**config.mk**
```make
export PLATFORM = sky130hd
export DESIGN_NAME = lsu_ctrl_flat
export DESIGN_NICKNAME = d
export VERILOG_FILES = /design/src/rtl/lsu_ctrl_pkg.sv /design/src/rtl/lsu_ctrl_if.sv /design/src/rtl/lsu_ctrl_align.sv /design/src/rtl/lsu_ctrl.sv /design/src/flat_wrapper.sv
export SDC_FILE = /design/constraint.sdc
export NUM_CORES = 1
export LEC_CHECK = 0
export BUFFER_PORTS_ARGS = -buffer_cell sky130_fd_sc_hd__buf_2
export CORE_MARGIN = 10
export CORE_UTILIZATION = 52
export DETAILED_ROUTE_END_ITERATION = 16
export GPL_ROUTABILITY_DRIVEN = 0
export PLACE_DENSITY_LB_ADDON = 0.08
export SETUP_SLACK_MARGIN = 0.5
export SLEW_MARGIN = 20
export SYNTH_ARGS = -nofsm -noshare
export SYNTH_HDL_FRONTEND = slang
export SYNTH_SLANG_ARGS = --single-unit
```
**constraint.sdc**
```tcl
create_clock -name clk -period 9.3 [get_ports clk]
set_clock_uncertainty 0.2 [all_clocks]
set_input_delay 1.395 -clock clk [delete_from_list [all_inputs] [get_ports clk]]
set_output_delay 1.395 -clock clk [all_outputs]
set_load 0.02 [all_outputs]
```
**src/rtl/lsu_ctrl_pkg.sv**
```systemverilog
// Shared types and constants for the load/store controller.
// Funct3 encodings, FSM states and the holding-register bundle.
package lsu_ctrl_pkg;

  localparam int LSU_TIMEOUT = 0;

  localparam logic [2:0] F3_B  = 3'b000;
  localparam logic [2:0] F3_H  = 3'b001;
  localparam logic [2:0] F3_W  = 3'b010;
  localparam logic [2:0] F3_BU = 3'b100;
  localparam logic [2:0] F3_HU = 3'b101;

  typedef enum logic [1:0] {
    S_IDLE,
    S_REQ,
    S_RESP
  } lsu_state_e;

  typedef struct packed {
    logic        we;
    logic [2:0]  op;
    logic [31:0] addr;
    logic [3:0]  be;
    logic [31:0] wdata;
  } lsu_hold_t;

endpackage

```
**src/rtl/lsu_ctrl_if.sv**
```systemverilog
// Data bus between the LSU (master) and memory (slave).
// Request/ready address phase plus rvalid read-data phase.
interface lsu_ctrl_if;
  logic        req;
  logic        we;
  logic [31:0] addr;
  logic [3:0]  be;
  logic [31:0] wdata;
  logic        ready;
  logic        rvalid;
  logic [31:0] rdata;

  modport master (
    output req, we, addr, be, wdata,
    input  ready, rvalid, rdata
  );

  modport slave (
    input  req, we, addr, be, wdata,
    output ready, rvalid, rdata
  );
endinterface

```
**src/rtl/lsu_ctrl_align.sv**
```systemverilog
// Byte-lane steering for stores and lane extract/extend for loads.
// Also flags accesses that are not naturally aligned.
module lsu_ctrl_align
  import lsu_ctrl_pkg::*;
(
  input  logic [2:0]  st_op,
  input  logic [31:0] st_addr,
  input  logic [31:0] st_data,
  output logic [3:0]  be,
  output logic [31:0] wdata,
  output logic        misaligned,
  input  logic [2:0]  ld_op,
  input  logic [1:0]  ld_lane,
  input  logic [31:0] rdata,
  output logic [31:0] ld_data
);

  logic [31:0] ld_sh;
  logic [15:0] ld_half;

  // Store side: enables, replicated data, alignment fault
  always_comb begin
    be         = 4'b1111;
    wdata      = st_data;
    misaligned = 1'b0;
    unique case (1'b1)
      st_op[1:0] == 2'b00: begin
        be    = 4'b0001 << st_addr[1:0];
        wdata = {4{st_data[7:0]}};
      end
      st_op[1:0] == 2'b01: begin
        be         = 4'b0011 << st_addr[1:0];
        wdata      = {2{st_data[15:0]}};
        misaligned = st_addr[0];
      end
      default: misaligned = |st_addr[1:0];
    endcase
  end

  assign ld_sh   = rdata >> {ld_lane, 3'b000};
  assign ld_half = ld_lane[1] ? rdata[31:16] : rdata[15:0];

  // Load side: pick lane, then sign or zero extend
  always_comb begin
    ld_data = rdata;
    unique case (1'b1)
      ld_op == F3_B:  ld_data = {{24{ld_sh[7]}}, ld_sh[7:0]};
      ld_op == F3_H:  ld_data = {{16{ld_half[15]}}, ld_half};
      ld_op == F3_BU: ld_data = {24'h0, ld_sh[7:0]};
      ld_op == F3_HU: ld_data = {16'h0, ld_half};
      default:        ld_data = rdata;
    endcase
  end

endmodule

```
**src/rtl/lsu_ctrl.sv**
```systemverilog
// Load/store controller: sequences one bus access per MEM instruction,
// stalls the pipe while outstanding, reports misalign and timeout faults.
module lsu_ctrl
  import lsu_ctrl_pkg::*;
#(
  parameter int XLEN    = 32,
  parameter int TIMEOUT = LSU_TIMEOUT
) (
  input  logic            clk,
  input  logic            rst,
  input  logic            ex2mem_mem_rd,
  input  logic            ex2mem_mem_wr,
  input  logic [2:0]      ex2mem_mem_op,
  input  logic [XLEN-1:0] ex2mem_alu_out,
  input  logic [XLEN-1:0] ex2mem_mem_wdata,
  input  logic            flush,
  lsu_ctrl_if.master      dbus,
  output logic [XLEN-1:0] lsu_rdata,
  output logic            lsu_stall,
  output logic            lsu_misaligned,
  output logic            lsu_bus_err,
  output logic [XLEN-1:0] lsu_exc_addr
);

  localparam logic [31:0] TO_LAST = 32'(TIMEOUT - 1);

  lsu_state_e  state, state_n;
  lsu_hold_t   hold;
  logic [31:0] cnt;
  logic        cnt_clr, cnt_inc, to_hit;
  logic        want, issue, mis_fault;
  logic [3:0]  al_be;
  logic [31:0] al_wdata, ld_data;
  logic        al_mis;

  lsu_ctrl_align u_align (
    .st_op      (ex2mem_mem_op),
    .st_addr    (ex2mem_alu_out),
    .st_data    (ex2mem_mem_wdata),
    .be         (al_be),
    .wdata      (al_wdata),
    .misaligned (al_mis),
    .ld_op      (hold.op),
    .ld_lane    (hold.addr[1:0]),
    .rdata      (dbus.rdata),
    .ld_data    (ld_data)
  );

  assign want      = ex2mem_mem_rd | ex2mem_mem_wr;
  assign issue     = (state == S_IDLE) & want & ~al_mis & ~flush;
  assign mis_fault = (state == S_IDLE) & want & al_mis & ~flush;
  assign to_hit    = (TIMEOUT > 0) && (cnt == TO_LAST);

  // Next state, bus drive and pipeline status
  always_comb begin
    state_n        = state;
    dbus.req       = 1'b0;
    dbus.we        = 1'b0;
    dbus.addr      = '0;
    dbus.be        = '0;
    dbus.wdata     = '0;
    lsu_rdata      = '0;
    lsu_stall      = 1'b0;
    lsu_misaligned = 1'b0;
    lsu_bus_err    = 1'b0;
    cnt_clr        = 1'b0;
    cnt_inc        = 1'b0;
    unique case (state)
      S_IDLE: begin
        lsu_misaligned = mis_fault;
        if (issue) begin
          dbus.req   = 1'b1;
          dbus.we    = ex2mem_mem_wr;
          dbus.addr  = {ex2mem_alu_out[31:2], 2'b00};
          dbus.be    = al_be;
          dbus.wdata = ex2mem_mem_wr ? al_wdata : '0;
          lsu_stall  = ~(dbus.ready & ex2mem_mem_wr);
          cnt_clr    = 1'b1;
          if (!dbus.ready) state_n = S_REQ;
          else if (!ex2mem_mem_wr) state_n = S_RESP;
        end
      end
      S_REQ: begin
        dbus.req   = 1'b1;
        dbus.we    = hold.we;
        dbus.addr  = {hold.addr[31:2], 2'b00};
        dbus.be    = hold.be;
        dbus.wdata = hold.wdata;
        if (dbus.ready) begin
          lsu_stall = ~hold.we;
          cnt_clr   = 1'b1;
          state_n   = hold.we ? S_IDLE : S_RESP;
        end else if (to_hit) begin
          lsu_bus_err = 1'b1;
          state_n     = S_IDLE;
        end else begin
          lsu_stall = 1'b1;
          cnt_inc   = 1'b1;
        end
      end
      S_RESP: begin
        if (dbus.rvalid) begin
          lsu_rdata = ld_data;
          state_n   = S_IDLE;
        end else if (to_hit) begin
          lsu_bus_err = 1'b1;
          state_n     = S_IDLE;
        end else begin
          lsu_stall = 1'b1;
          cnt_inc   = 1'b1;
        end
      end
      default: state_n = S_IDLE;
    endcase
  end

  // FSM state register
  always_ff @(posedge clk or posedge rst) begin
    if (rst) state <= S_IDLE;
    else     state <= state_n;
  end

  // Wait-cycle counter for the timeout check
  always_ff @(posedge clk or posedge rst) begin
    if (rst)          cnt <= '0;
    else if (cnt_clr) cnt <= '0;
    else if (cnt_inc) cnt <= cnt + 32'd1;
  end

  // Capture the access so it survives EX/MEM changing under a stall
  always_ff @(posedge clk or posedge rst) begin
    if (rst) begin
      hold <= '0;
    end else if (issue) begin
      hold <= '{
        we:    ex2mem_mem_wr,
        op:    ex2mem_mem_op,
        addr:  ex2mem_alu_out,
        be:    al_be,
        wdata: ex2mem_mem_wr ? al_wdata : '0
      };
    end
  end

  // Faulting address, kept until the next fault
  always_ff @(posedge clk or posedge rst) begin
    if (rst)                 lsu_exc_addr <= '0;
    else if (lsu_misaligned) lsu_exc_addr <= ex2mem_alu_out;
    else if (lsu_bus_err)    lsu_exc_addr <= hold.addr;
  end

endmodule

```
**src/flat_wrapper.sv**
```systemverilog
// flat-port wrapper written by rule: the top's interface ports become plain ports
module lsu_ctrl_flat import lsu_ctrl_pkg::*;
#(
  parameter int XLEN    = 32,
  parameter int TIMEOUT = LSU_TIMEOUT
)
  (clk, rst, ex2mem_mem_rd, ex2mem_mem_wr, ex2mem_mem_op, ex2mem_alu_out, ex2mem_mem_wdata, flush, lsu_rdata, lsu_stall, lsu_misaligned, lsu_bus_err, lsu_exc_addr, dbus_req, dbus_we, dbus_addr, dbus_be, dbus_wdata, dbus_ready, dbus_rvalid, dbus_rdata);
  lsu_ctrl_if dbus_i ();
  input  logic clk;
  input  logic rst;
  input  logic ex2mem_mem_rd;
  input  logic ex2mem_mem_wr;
  input  logic [2:0] ex2mem_mem_op;
  input  logic [XLEN-1:0] ex2mem_alu_out;
  input  logic [XLEN-1:0] ex2mem_mem_wdata;
  input  logic flush;
  output logic [XLEN-1:0] lsu_rdata;
  output logic lsu_stall;
  output logic lsu_misaligned;
  output logic lsu_bus_err;
  output logic [XLEN-1:0] lsu_exc_addr;
  output wire logic [$bits(dbus_i.req)-1:0] dbus_req;
  output wire logic [$bits(dbus_i.we)-1:0] dbus_we;
  output wire logic [$bits(dbus_i.addr)-1:0] dbus_addr;
  output wire logic [$bits(dbus_i.be)-1:0] dbus_be;
  output wire logic [$bits(dbus_i.wdata)-1:0] dbus_wdata;
  input wire logic [$bits(dbus_i.ready)-1:0] dbus_ready;
  input wire logic [$bits(dbus_i.rvalid)-1:0] dbus_rvalid;
  input wire logic [$bits(dbus_i.rdata)-1:0] dbus_rdata;
  assign dbus_req = dbus_i.req;
  assign dbus_we = dbus_i.we;
  assign dbus_addr = dbus_i.addr;
  assign dbus_be = dbus_i.be;
  assign dbus_wdata = dbus_i.wdata;
  assign dbus_i.ready = dbus_ready;
  assign dbus_i.rvalid = dbus_rvalid;
  assign dbus_i.rdata = dbus_rdata;
  lsu_ctrl #(.XLEN(XLEN), .TIMEOUT(TIMEOUT)) u_core (.clk(clk), .rst(rst), .ex2mem_mem_rd(ex2mem_mem_rd), .ex2mem_mem_wr(ex2mem_mem_wr), .ex2mem_mem_op(ex2mem_mem_op), .ex2mem_alu_out(ex2mem_alu_out), .ex2mem_mem_wdata(ex2mem_mem_wdata), .flush(flush), .dbus(dbus_i), .lsu_rdata(lsu_rdata), .lsu_stall(lsu_stall), .lsu_misaligned(lsu_misaligned), .lsu_bus_err(lsu_bus_err), .lsu_exc_addr(lsu_exc_addr));
endmodule
```
==> flow_metrics.py <==
metrics = {
    "global_routing": {
        "antenna_found_initial": 1,
        "grt_first_pass_wirelength_um": 28500,
        "grt_pass1_vias": 5487,
        "grt-ovfl-total": 0,
        "grt_usage": 0.217,
        "grt_max_degree": 70,
    },
    "finish": {
        "syn_to_final_growth_pct": 24.2,
        "final_net_count": 918,
        "fin_area_sq_um": 7160,
        "finalNonFillerCells": 958,
        "layout-drive-gt1-share": 0.371,
    },
    "yosys": {
        "synth_edf_count": 0,
        "syn_area_sq_um": 5770,
        "ys_types": 49,
        "synth_area_leaders": "dfrtp_1 (46%), nand2_1 (9.8%), a22o_1 (7.0%), a21o_1 (6.8%), mux2_2 (6.3%)",
        "synth_area_leader_cell": "dfrtp_1",
        "ys_warn_count": 0,
        "netlist_instances": 605,
        "synth_top_flop_cell": "dfrtp_1",
        "seq_area_frac_synth": 0.460,
        "synth_top_area_share": 0.460,
        "avgSynthCellArea_sq_um": 9.53,
        "synthArstFlopShare": 1.00,
        "synth_seq_cells": 106,
    },
    "worst_setup_path": {
        "cp-start-kind": "input port",
        "worstPathRequired_ns": 7.71,
        "worstPathMaxFanout": 68,
        "end_kind": "primary output",
        "crit_arrival_ns": 3.75,
        "criticalPathCategory": "input port to primary output",
        "r2r_setup_slack_ns": 6.63,
    },
    "drt": {
        "drt-total-wl_um": 17900,
        "dr.pass1.iters": 5,
        "vias_per_cell": 5.55,
        "drc": 0,
        "vias": 5316,
        "final_antenna_net_count": 0,
        "drtIter0Drc": 334,
        "wl_per_cell_um": 18.7,
    },
    "timing": {
        "drv_slew": 0,
        "period_share": 0.575,
        "clock.fmax_mhz": 187,
        "slew_headroom": 0.294,
        "fin_tns_setup_ns": 0,
        "min_period_ns": 5.35,
        "setup_viol": 0,
        "tightestPinTransition_ns": 1.05,
        "rsz0062_at_grt": "false",
        "hold_viol": 0,
    },
    "placement": {
        "dpl.hpwl_um": 13300,
        "io_buffers": 239,
        "dpl_cell_area_sq_um": 6950,
        "dp.cells": 940,
    },
    "floorplan": {
        "boundaryPins": 243,
        "rows": 38,
        "dieArea_sq_um": 15700,
        "die_w_um": 125,
        "die_h_um": 125,
        "core_sq_um": 10800,
        "initial_core_util": 0.532,
    },
    "clocking": {
        "post_cts_buffers": 0,
        "cts_tree": "built",
        "cts_hold_buf": 0,
        "clk_pin_slew_ns": 0.09,
        "clock_path_buffers": 2,
        "htree_levels": 3,
        "root_buffer": "clkbuf_8",
        "cts_resized": 0,
        "cts_made_buffers": 9,
        "worstSkewPairLatency_ns": 0.36,
        "cts_num_sinks": 106,
    },
    "power_and_ir_drop": {
        "p_total_mw": 1.47,
        "power.density_nw_per_um2": 205,
        "ir_drop_uv": 129,
        "leakagePower_nw": 4.21,
    },
    "run_status": {
        "status": "finished, final reports clean",
    },
    "flow_run": {
        "maxCapViolCount": 0,
    },
    "hold_path": {
        "hold_class": "register to register",
    },
}
## routing by layer
layer	track usage	vias to the layer above	wire length (um)
met5	0	-	0
met4	0.0678	0	316
li1	-	2526	-
met2	0.361	217	8750
met3	0.0672	24	1490
met1	0.263	2549	7390
## kinds of logic (layout without fill, tap and decap cells)
kind of cell / count (synthesis) / after routing / synth area share
xor gates and xnor gates: 3 / 3 / 0.00456
muxes: 67 / 67 / 0.126
DFF: 106 / 106 / 0.460
other: 1 / 4 / 0.000650
and+or+nand+nor: 209 / 209 / 0.153
AOI/OAI and AO/OA: 161 / 161 / 0.207
buffers and inverters: 58 / 268 / 0.0484
## cells in the mapped netlist (2+ instances only)
master and instances:
nand2b_1 2, nand2_1 150, or3_1 4, buf_1 3
nor2b_1 2, nand3_1 3, o21ai_2 2, o221ai_1 3
o21ai_0 22, a21oi_1 19, nand3b_1 6, inv_1 7
clkbuf_1 23, dfrtp_1 106, mux2_2 32, mux2_1 14
mux2i_1 21, buf_4 7, a221o_1 7, buf_6 2
a22o_1 46, a21o_1 52, xnor2_1 2, nor2_1 30
buf_2 16
## worst paths after layout
kind	cells past startpoint	end	startpoint
setup / recovery	7	dbus_wdata[2]	ex2mem_mem_op[1]
hold / removal	1	u_core.hold[32]	u_core.hold[32]
setup reg to reg	5	u_core.hold[1]	u_core.state[0]
hold reg to reg	1	u_core.hold[32]	u_core.hold[32]
max in group asynchronous	3	u_core.hold[1]	rst
min in group asynchronous	2	u_core.lsu_exc_addr[25]	rst
## metrics by stage
step                utilization  hold WS (ns)  setup slack (ns)
floorplan                     -         0.246              4.92
global placement          0.641         0.258              4.05
detailed placement        0.641         0.264              3.95
CTS                       0.660         0.291              3.94
global route              0.661         0.301              3.75
finish                    0.661         0.285              3.95
## registers in the layout, summed over array words and instances, names as in the netlist
signal,flops
u_core.hold,72
u_core.state,2
u_core.lsu_exc_addr,32
## cells in the final DEF (no fill, tap or decap), drive strengths merged, types with 2 or more instances in the layout
master / instances
nand2: 150
a221o: 7
nor3: 2
nand2b: 2
clkbuf: 9
conb: 3
dfrtp: 106
or3: 4
a21oi: 20
nor2b: 2
mux2i: 21
nand3: 3
buf: 245
a22o: 46
o21ai: 25
mux2: 46
o221ai: 3
nor2: 30
xnor2: 2
nand3b: 6
a21o: 52
clkinv: 3
inv: 9
## power by group
part / leakage [nW] / internal, mW / total [mW] / switching (mW)
clock: 0.100 / 0.127 / 0.291 / 0.164
combinational: 2.80 / 0.204 / 0.504 / 0.300
sequential: 1.31 / 0.588 / 0.674 / 0.0854
total: 4.21 / 0.919 / 1.47 / 0.550
## worst max-delay path, stage by stage
cell,delay (ns)
buf_2,0.33
o21ai_2,0.24
and4b_2,0.25
buf_4,0.50
and2_1,0.58
a22o_1,0.26
buf_2,0.17
## area by class of cell
type	instances	area (sq um)
Multi-Input combinational cell	443	2860
Antenna cell	1	2.50
Clock inverter	7	77.6
Inverter	7	28.8
Timing Repair Buffer	245	1240
Tap cell	140	175
Fill cell	926	3680
Clock buffer	9	124
Sequential cell	106	2650
Note: power is estimated with default switching activity, not from simulation.
